===== src/rtl/div_mant_iter_pkg.sv =====
// Shared constants and state encoding for the iterative mantissa divider.
package div_mant_iter_pkg;

    localparam int DIV_MANT_W = 24;
    localparam int DIV_EXP_W  = 8;
    localparam int DIV_BIAS   = 127;
    localparam int EXP_MAX    = (1 << DIV_EXP_W) - 2;

    typedef enum logic [1:0] {
        IDLE = 2'd0,
        ITER = 2'd1,
        DONE = 2'd2
    } state_t;

endpackage


===== src/rtl/div_restore_step.sv =====
// One restoring-division step: trial subtract, emit quotient bit, shift remainder.
module div_restore_step #(
    parameter int MANT_W = 24
) (
    input  logic [MANT_W:0]   rem,
    input  logic [MANT_W-1:0] divisor,
    output logic              q_bit,
    output logic [MANT_W:0]   next_rem
);

    logic [MANT_W:0] diff;

    always_comb begin
        diff     = rem - {1'b0, divisor};
        q_bit    = (rem >= {1'b0, divisor});
        next_rem = q_bit ? {diff[MANT_W-1:0], 1'b0} : {rem[MANT_W-1:0], 1'b0};
    end

endmodule


===== src/rtl/div_mant_iter.sv =====
// Sequential restoring mantissa divider with exponent/sign handling.
// Define DIV_RADIX4_EN to retire two quotient bits per cycle (12 iterations).
module div_mant_iter
    import div_mant_iter_pkg::*;
#(
    parameter int MANT_W = DIV_MANT_W,
    parameter int EXP_W  = DIV_EXP_W,
    parameter int BIAS   = DIV_BIAS
) (
    input  logic              clk,
    input  logic              rst,
    input  logic              in_valid,
    output logic              in_ready,
    input  logic              in_sign_a,
    input  logic              in_sign_b,
    input  logic [EXP_W-1:0]  in_exp_a,
    input  logic [EXP_W-1:0]  in_exp_b,
    input  logic [MANT_W-1:0] in_mant_a,
    input  logic [MANT_W-1:0] in_mant_b,
    output logic              out_valid,
    input  logic              out_ready,
    output logic              out_sign,
    output logic [EXP_W-1:0]  out_Exp,
    output logic [MANT_W-1:0] out_Mant,
    output logic              out_sticky,
    output logic              out_dz,
    output logic              out_ovf,
    output logic              out_unf
);

`ifdef DIV_RADIX4_EN
    localparam int STEPS = 2;
`else
    localparam int STEPS = 1;
`endif
    localparam int CW = $clog2(MANT_W);
    localparam int SW = EXP_W + 2;

    state_t              state_q, state_d;
    logic [CW-1:0]       cnt_q, cnt_d;
    logic [MANT_W:0]     rem_q, rem_d;
    logic [MANT_W-1:0]   div_q, div_d;
    logic [MANT_W-1:0]   quo_q, quo_d;
    logic                sign_q, sign_d;
    logic [EXP_W-1:0]    exp_q, exp_d;
    logic                sticky_q, sticky_d;
    logic                dz_q, dz_d;
    logic                ovf_q, ovf_d;
    logic                unf_q, unf_d;

    logic                accept;
    logic [SW-1:0]       exp_sum;
    logic                sum_ovf, sum_unf;
    logic [MANT_W:0]     step_rem [STEPS+1];
    logic [STEPS-1:0]    step_q;

    // Exponent difference is carried two bits wider so the sign survives the compare.
    assign exp_sum = {2'b00, in_exp_a} - {2'b00, in_exp_b} + SW'(BIAS);
    assign sum_ovf = $signed(exp_sum) > $signed(SW'(EXP_MAX));
    assign sum_unf = $signed(exp_sum) < $signed(SW'(1));

    assign step_rem[0] = rem_q;

    for (genvar g = 0; g < STEPS; g++) begin : g_step
        div_restore_step #(.MANT_W(MANT_W)) u_step (
            .rem      (step_rem[g]),
            .divisor  (div_q),
            .q_bit    (step_q[STEPS-1-g]),
            .next_rem (step_rem[g+1])
        );
    end

    always_comb begin
        state_d  = state_q;
        cnt_d    = cnt_q;
        rem_d    = rem_q;
        div_d    = div_q;
        quo_d    = quo_q;
        sign_d   = sign_q;
        exp_d    = exp_q;
        sticky_d = sticky_q;
        dz_d     = dz_q;
        ovf_d    = ovf_q;
        unf_d    = unf_q;
        in_ready = 1'b0;

        case (state_q)
            IDLE: in_ready = 1'b1;
            ITER: begin
                rem_d = step_rem[STEPS];
                quo_d = {quo_q[MANT_W-STEPS-1:0], step_q};
                cnt_d = cnt_q - CW'(STEPS);
                if (cnt_q == CW'(STEPS - 1)) begin
                    state_d  = DONE;
                    sticky_d = |step_rem[STEPS];
                end
            end
            DONE: begin
                in_ready = out_ready;
                if (out_ready) state_d = IDLE;
            end
            default: state_d = IDLE;
        endcase

        accept = in_valid && in_ready;
        if (accept) begin
            sign_d   = in_sign_a ^ in_sign_b;
            exp_d    = exp_sum[EXP_W-1:0];
            rem_d    = {1'b0, in_mant_a};
            div_d    = in_mant_b;
            quo_d    = '0;
            cnt_d    = CW'(MANT_W - 1);
            sticky_d = 1'b0;
            dz_d     = (in_mant_b == '0);
            // Zero divisor or dividend short-circuits straight to a zero quotient.
            if (in_mant_b == '0 || in_mant_a == '0) begin
                state_d = DONE;
                ovf_d   = 1'b0;
                unf_d   = 1'b0;
            end else begin
                state_d = ITER;
                ovf_d   = sum_ovf;
                unf_d   = sum_unf;
            end
        end
    end

    always_ff @(posedge clk) begin
        if (rst) begin
            state_q  <= IDLE;
            cnt_q    <= '0;
            rem_q    <= '0;
            div_q    <= '0;
            quo_q    <= '0;
            sign_q   <= 1'b0;
            exp_q    <= '0;
            sticky_q <= 1'b0;
            dz_q     <= 1'b0;
            ovf_q    <= 1'b0;
            unf_q    <= 1'b0;
        end else begin
            state_q  <= state_d;
            cnt_q    <= cnt_d;
            rem_q    <= rem_d;
            div_q    <= div_d;
            quo_q    <= quo_d;
            sign_q   <= sign_d;
            exp_q    <= exp_d;
            sticky_q <= sticky_d;
            dz_q     <= dz_d;
            ovf_q    <= ovf_d;
            unf_q    <= unf_d;
        end
    end

    assign out_valid  = (state_q == DONE);
    assign out_sign   = sign_q;
    assign out_Exp    = exp_q;
    assign out_Mant   = quo_q;
    assign out_sticky = sticky_q;
    assign out_dz     = dz_q;
    assign out_ovf    = ovf_q;
    assign out_unf    = unf_q;

endmodule


===== config.mk =====
export PLATFORM = sky130hd
export DESIGN_NAME = div_mant_iter
export DESIGN_NICKNAME = d
export VERILOG_FILES = /design/src/rtl/div_mant_iter_pkg.sv /design/src/rtl/div_restore_step.sv /design/src/rtl/div_mant_iter.sv
export SDC_FILE = /design/constraint.sdc
export NUM_CORES = 1
export LEC_CHECK = 0
export ABC_AREA = 1
export CORE_ASPECT_RATIO = 1.2
export CORE_MARGIN = 1
export CORE_UTILIZATION = 44
export CTS_BUF_LIST = sky130_fd_sc_hd__clkbuf_8
export DETAILED_ROUTE_END_ITERATION = 16
export HOLD_SLACK_MARGIN = 0.03
export PLACE_DENSITY = 0.68
export SYNTH_ARGS = -nofsm -noshare
export SYNTH_HDL_FRONTEND = slang
export SYNTH_SLANG_ARGS = --single-unit

===== constraint.sdc =====
create_clock -name clk -period 3.5 [get_ports clk]
set_clock_uncertainty 0.05 [all_clocks]
set_input_delay 0.7 -clock clk [delete_from_list [all_inputs] [get_ports clk]]
set_output_delay 0.7 -clock clk [all_outputs]
set_load 0.005 [all_outputs]

**After elaboration in Yosys (flattened, before gate mapping)**

Index checks and enable logic that the tools add are counted.
W data, S select, Z words.

- Register bits: 93
- Output and inout bits: 39
- Input bits: 70
- Logic and storage cells: 50

- Muxes and demuxes: 13
- Reductions and logical operators: 11
- Add/subtract/negate cells: 4
- Bitwise gates (word level): 1
- Order comparisons: 3
- Eq/ne operators: 5

Operators by type and width:

| kind | count |
|---|---|
| $logic_not A24 Y1 | 2 |
| $mux W24 | 2 |
| $ge A25 B24 Y1 | 1 |
| $mux W25 | 1 |
| $reduce_or A25 Y1 | 1 |
| $sub A24 B24 Y24 | 1 |
| $add A9 B8 Y10 const B | 1 |
| $gt A10 B9 Y1 const B | 1 |
| $lt A10 B2 Y1 const B | 1 |
| $mux W5 | 2 |
| $sub A8 B8 Y9 | 1 |
| $mux W2 | 4 |
| $pmux W2 S3 | 1 |
| $logic_not A5 Y1 | 1 |
| $sub A5 B1 Y5 const B | 1 |
| $ne A3 B1 Y1 const B | 1 |
| $ne A3 B3 Y1 const B | 1 |
| $reduce_and A3 Y1 | 1 |
| $eq A2 B1 Y1 const B | 1 |
| $eq A2 B2 Y1 const B | 1 |
| $logic_not A2 Y1 | 1 |
| $mux W1 | 2 |
| $ne A2 B2 Y1 const B | 1 |
| $pmux W1 S2 | 1 |
| other kinds (6) | 6 |

**Longest topological paths before layout**

- Word-level depth: 5
- Mapped depth: 22
- Depth with buffers taken out: 22

**Modules after synthesis**

A second synthesis with hierarchy kept.

- Cells, all modules: 1108
- Area total of the unflattened synthesis: 6727.7 um^2

Modules (own cells, without submodules):

| module | times used | sequential area each (um^2) | cells each | area an instance (um^2) |
|---|---|---|---|---|
| div_mant_iter | 1 | 1861.8 | 624 | 4381.7 |
| div_restore_step | 1 | 0.0 | 484 | 2346.0 |

**Least setup slack after synthesis**

No wires, ideal clock.

- Path type: in2reg
- From: input port in_exp_a[0]
- To: register unf_q (netlist: out_unf)
- Setup time: 59 ps
- Stages on the path: 16
- Arrival time: 2480 ps
- Path buffers: 0
- Setup slack: 912 ps
- Required time: 3391 ps
- Cell sequence: inv_1 -> ha_1 -> inv_1 -> fa_1 -> inv_1 -> ha_1 -> inv_1 -> xor2_1 -> inv_1 -> nand4_1 -> nand3b_1 -> nor2_1 -> nand2_1 -> o21bai_1 -> nand2_1 -> nand2_1

- Longest elaborated chain between the ends: 4

RTL lines:

| what | RTL line | RTL |
|---|---|---|
| start: declaration | div_mant_iter.sv:16 | `input logic [EXP_W-1:0] in_exp_a,` |
| $sub A8 B8 Y9 | div_mant_iter.sv:58 | `assign exp_sum = {2'b00, in_exp_a} - {2'b00, in_exp_b} + SW'(BIAS);` |
| $add A9 B8 Y10 | div_mant_iter.sv:58 |  |
| $lt A10 B2 Y1 | div_mant_iter.sv:60 | `assign sum_unf = $signed(exp_sum) < $signed(SW'(1));` |
| $mux W1 | div_mant_iter.sv:116 | `if (in_mant_b == '0 \|\| in_mant_a == '0) begin` |
| end signal: assignment | div_mant_iter.sv:152 | `unf_q <= unf_d;` |
| end: declaration | div_mant_iter.sv:49 | `logic unf_q, unf_d;` |

Every way passes these cells.
A chain may end at the register's enable or synchronous reset.

**Final worst setup path**

- From: register div_q[22]
- To: register sticky_q (netlist: out_sticky)

- Longest elaborated chain between the ends: 3
- Elaborated cells between the ends (all ways): 4
- Those cells by class: add/sub: 1; order compare: 1; mux: 1; reduce/logical: 1

RTL lines:

| what | RTL line | RTL |
|---|---|---|
| start: declaration | div_mant_iter.sv:42 | `logic [MANT_W-1:0] div_q, div_d;` |
| start signal: assignment | div_mant_iter.sv:145 | `div_q <= div_d;` |
| $sub A24 B24 Y24 / $ge A25 B24 Y1 (equally long branches) | div_restore_step.sv:14, div_restore_step.sv:15 |  |
| $mux W25 * | div_restore_step.sv:16 | `next_rem = q_bit ? {diff[MANT_W-1:0], 1'b0} : {rem[MANT_W-1:0], 1'b0};` |
| $reduce_or A25 Y1 * | div_mant_iter.sv:95 | `sticky_d = \|step_rem[STEPS];` |
| end signal: assignment | div_mant_iter.sv:149 | `sticky_q <= sticky_d;` |
| end: declaration | div_mant_iter.sv:46 | `logic sticky_q, sticky_d;` |

Mark *: on every way between the ends. The rest lies on a longest branch, timed or not.

==> impl_metrics.toml <==
[placed_design]
place.port_buffers = 108
place_congestion = 0.962
detailed_place_hpwl_mm = 14.3

[clock_network]
post_cts.repair.setup_buffers = 0
cts_num_sinks = 93
clk_root_buffer_cell = "sky130_fd_sc_hd__clkbuf_8"
tritoncts.num_buffers = 9
cts_tree = "done"
cts-resized-gates = 0
cts_hold_buffers = 0
clockBufferDepth = 2
worst_setup_hold_path_clk_slew_ps = 110
h-tree-depth = 3
clk_latency_ps = 380

[die]
core_um2 = 14000
rows = 47
die_h_um = 134
die_w_um = 112
die_outline_area_um2 = 15000
ioPinCount = 109
initial_core_util = 0.457

[routing]
route.vias.total = 6778
post-route-drc-count = 0
detail_route.wl_per_cell_um = 13.7
drt-initial-drc-count = 353
vias_per_cell = 5.13
first_pass_iters = 5
postRouteAntennaNets = 0
drt_wl_total_mm = 18.1

[timing]
fin_crit_sh = 0.870
totalNegativeSetupSlack_ps = 0
max_freq_ghz = 0.328
timing_hold_violations_final = 0
slew_viol_final = 0
count_of_endpoints_failing_setup_in_the_final_report = 0
relative_slew_slack = 0.643
slew_at_the_pin_closest_to_its_max_slew_limit_ps = 534
rsz0062_at_grt = "false"
fin_crit_ps = 3040
fin_hold_ws_ps = 416

[grt]
first_global_vias = 6439
global_route_wire_length_before_repair_mm = 30.1
global_route.usage.total = 0.249
largest_net_degree_at_the_start_of_global_routing = 49
grt_antenna_before_repair = 0
grt-ovfl-total = 0

[worst_hold_path]
hold-path-endpoint = "out_Exp[1]$_SDFFE_PP0P_"
timing.hold.worst_path_depth = 2
hold_class = "reg -> reg"
min_from = "out_Exp[1]$_SDFFE_PP0P_"

[setup_path]
worstPathCellList = "inv_1, ha_1, a21oi_1, nor2_1, nor2_1, nand2_1, nor2_4, nand3_4, nand3_1, nand2_1, nor2_1, nand2_1, nor2_1, nand3_1, nand2_1, inv_1"
crit_slowest_cell = "sky130_fd_sc_hd__nand3_4"
worst_path_largest_cell_delay_ps = 400
crit-reg2reg-launch = "div_q[22]$_SDFFE_PP0P_"
worstRegToRegCells = 16
worstPathRequired_ps = 3730
crit_fanout = 29
timing.reg2reg.setup_slack_ps = 460
crit_arrival_ps = 3270
worstSetupPathType = "reg -> reg"
regToRegEndpoint = "out_sticky$_SDFFE_PP0P_"
critical_path.endpoint_type = "register"
worst_setup_path_start_kind = "register"

[job]
max-cap-violations = 0

[run_status]
outcome = "finished clean"

[logic_synthesis]
synth.lib_cells_used.distinct = 39
synth_fp_nets = 1159
cell_type_contributing_the_most_total_cell_area_after_synthesis = "sky130_fd_sc_hd__dfxtp_1"
synth.ff_latch_count = 93
synthDominantCellAreaShare = 0.291
synth.yosys.seq_area_share = 0.291
synthesis.yosys.warnings = 0
netlist_area_um2 = 6400
post_synth.cell_area_avg_um2 = 6.10
synth_cells = 1050
ys_top_cells_by_area = "sky130_fd_sc_hd__dfxtp_1, sky130_fd_sc_hd__nand2_1, sky130_fd_sc_hd__inv_1"

[layout]
number_of_diodes = 0
final_cell_mix = "sky130_fd_sc_hd__nand2_1, sky130_fd_sc_hd__inv_1, sky130_fd_sc_hd__clkdlybuf4s50_1"
drive_above_1_share = 0.0426
fin_nets = 1255
syn_to_final_growth_pct = 22.5
fillers = 1445
mostFrequentLayoutCell = "sky130_fd_sc_hd__nand2_1"

[pwr]
pwr-share-seq = 0.286
pwr_density_cell_nw_per_um2 = 547
switching_share = 0.474
clockPowerShare = 0.169
cell_internal_pwr_mw = 2.26
largest_vdd_supply_drop_v = 0.000229
p_switching_mw = 2.03
power.leakage_nw = 3.72
power_frac_comb = 0.545
overall_power_of_the_completed_layout_mw = 4.29
[critical path, delay by kind of cell, from the launching register on]
family	cells	cell delay, ps
buffers and inverters	2	90
AO/OA/AOI/OAI	1	270
adder cells (fa/ha/maj)	1	340
flip-flops	1	320
AND/OR/NAND/NOR	12	1850
[cells by family (layout without fill, tap and decap cells)]
family,after synthesis,after routing,synth area share
xor+xnor,13,13,0.0178
simple gates,568,568,0.373
buf+inv,202,303,0.123
fa+ha+maj,39,39,0.0786
compound gates,135,135,0.116
flops,93,93,0.291
[power groups by stage]
stage / sequential [mW] / clock (mW) / combinational, mW
2_1_floorplan: 1.23 / 0 / 1.77
3_3_place_gp: 1.25 / 0 / 2.31
3_5_place_dp: 1.25 / 0 / 2.32
4_1_cts: 1.23 / 0.741 / 2.33
5_1_grt: 1.24 / 0.779 / 2.69
6_report: 1.23 / 0.728 / 2.34
[layer usage]
layer	vias up	track usage	wire length (um)
li1	3530	-	-
met4	0	0.0933	461
met2	167	0.421	8350
met5	-	0	0
met3	29	0.0357	988
met1	3052	0.321	8260
[stage by stage]
| stage | setup WS, ps | std cells | instance area [um2] | utilization |
|---|---|---|---|---|
| 6_report | 456 | 1322 | 7840 | 0.560 |
| 5_1_grt | 198 | 1322 | 7840 | 0.560 |
| 4_1_cts | 459 | 1322 | 7840 | 0.560 |
| 3_5_place_dp | 266 | 1306 | 7640 | 0.546 |
| 3_3_place_gp | 305 | 1306 | 7640 | 0.546 |
| 2_1_floorplan | 912 | 1050 | 6400 | - |
[Yosys cell counts]
master	count
sky130_fd_sc_hd__ha_1	37
sky130_fd_sc_hd__a21o_1	1
sky130_fd_sc_hd__o311ai_0	1
sky130_fd_sc_hd__nor2_4	1
sky130_fd_sc_hd__nand2_2	2
sky130_fd_sc_hd__nor2_1	56
sky130_fd_sc_hd__xor2_1	8
sky130_fd_sc_hd__nor4_1	11
sky130_fd_sc_hd__nand3_4	1
sky130_fd_sc_hd__nand4_1	20
sky130_fd_sc_hd__nand3_2	2
sky130_fd_sc_hd__buf_6	3
sky130_fd_sc_hd__nor2_2	1
sky130_fd_sc_hd__o22ai_1	8
sky130_fd_sc_hd__clkbuf_1	25
sky130_fd_sc_hd__nor3_1	7
sky130_fd_sc_hd__or2_1	2
sky130_fd_sc_hd__clkinv_1	1
sky130_fd_sc_hd__or2_2	5
sky130_fd_sc_hd__o21ai_1	3
sky130_fd_sc_hd__o211ai_1	2
sky130_fd_sc_hd__nand3b_1	6
sky130_fd_sc_hd__o21ai_2	2
sky130_fd_sc_hd__buf_2	3
sky130_fd_sc_hd__o21a_1	1
sky130_fd_sc_hd__nand3_1	67
sky130_fd_sc_hd__xnor2_1	5
sky130_fd_sc_hd__buf_1	1
sky130_fd_sc_hd__inv_2	8
sky130_fd_sc_hd__a21oi_1	51
sky130_fd_sc_hd__o21ai_0	38
sky130_fd_sc_hd__inv_4	1
sky130_fd_sc_hd__and2_1	3
sky130_fd_sc_hd__nand2_1	384
sky130_fd_sc_hd__dfxtp_1	93
sky130_fd_sc_hd__inv_1	160
sky130_fd_sc_hd__o21bai_1	3
sky130_fd_sc_hd__fa_1	2
sky130_fd_sc_hd__a31oi_1	25
[layout make-up]
| type | count | area, um2 | share of cell area |
|---|---|---|---|
| flip-flops and latches | 93 | 1860 | 0.237 |
| clock buffers | 9 | 124 | 0.0158 |
| multi-input cells | 755 | 3760 | 0.480 |
| inverters | 170 | 641 | 0.0817 |
| well taps | 171 | 214 | 0.0273 |
| clock inverters | 7 | 78.8 | 0.0101 |
| repair buffers | 117 | 1160 | 0.148 |
[worst max-delay path by stage]
stage / start / to / cells past startpoint
after global placement: in_exp_a[0] / out_unf$_SDFFE_PP0P_ / 17
final: div_q[22]$_SDFFE_PP0P_ / out_sticky$_SDFFE_PP0P_ / 16
after CTS: div_q[22]$_SDFFE_PP0P_ / out_sticky$_SDFFE_PP0P_ / 16
after global routing: div_q[20]$_SDFFE_PP0P_ / out_sticky$_SDFFE_PP0P_ / 18
after detailed placement: in_exp_a[0] / out_ovf$_SDFFE_PP0P_ / 16
after floorplan: in_exp_a[0] / out_unf$_SDFFE_PP0P_ / 16
[registers in the layout, indices dropped and copies added (netlist names)]
signal and flops:
out_unf 1, state_q 2, out_sticky 1, div_q 24, out_ovf 1, cnt_q 5
rem_q 25, out_Exp 8, out_Mant 24, out_sign 1, out_dz 1
Note: power is estimated with default switching activity, not from simulation.
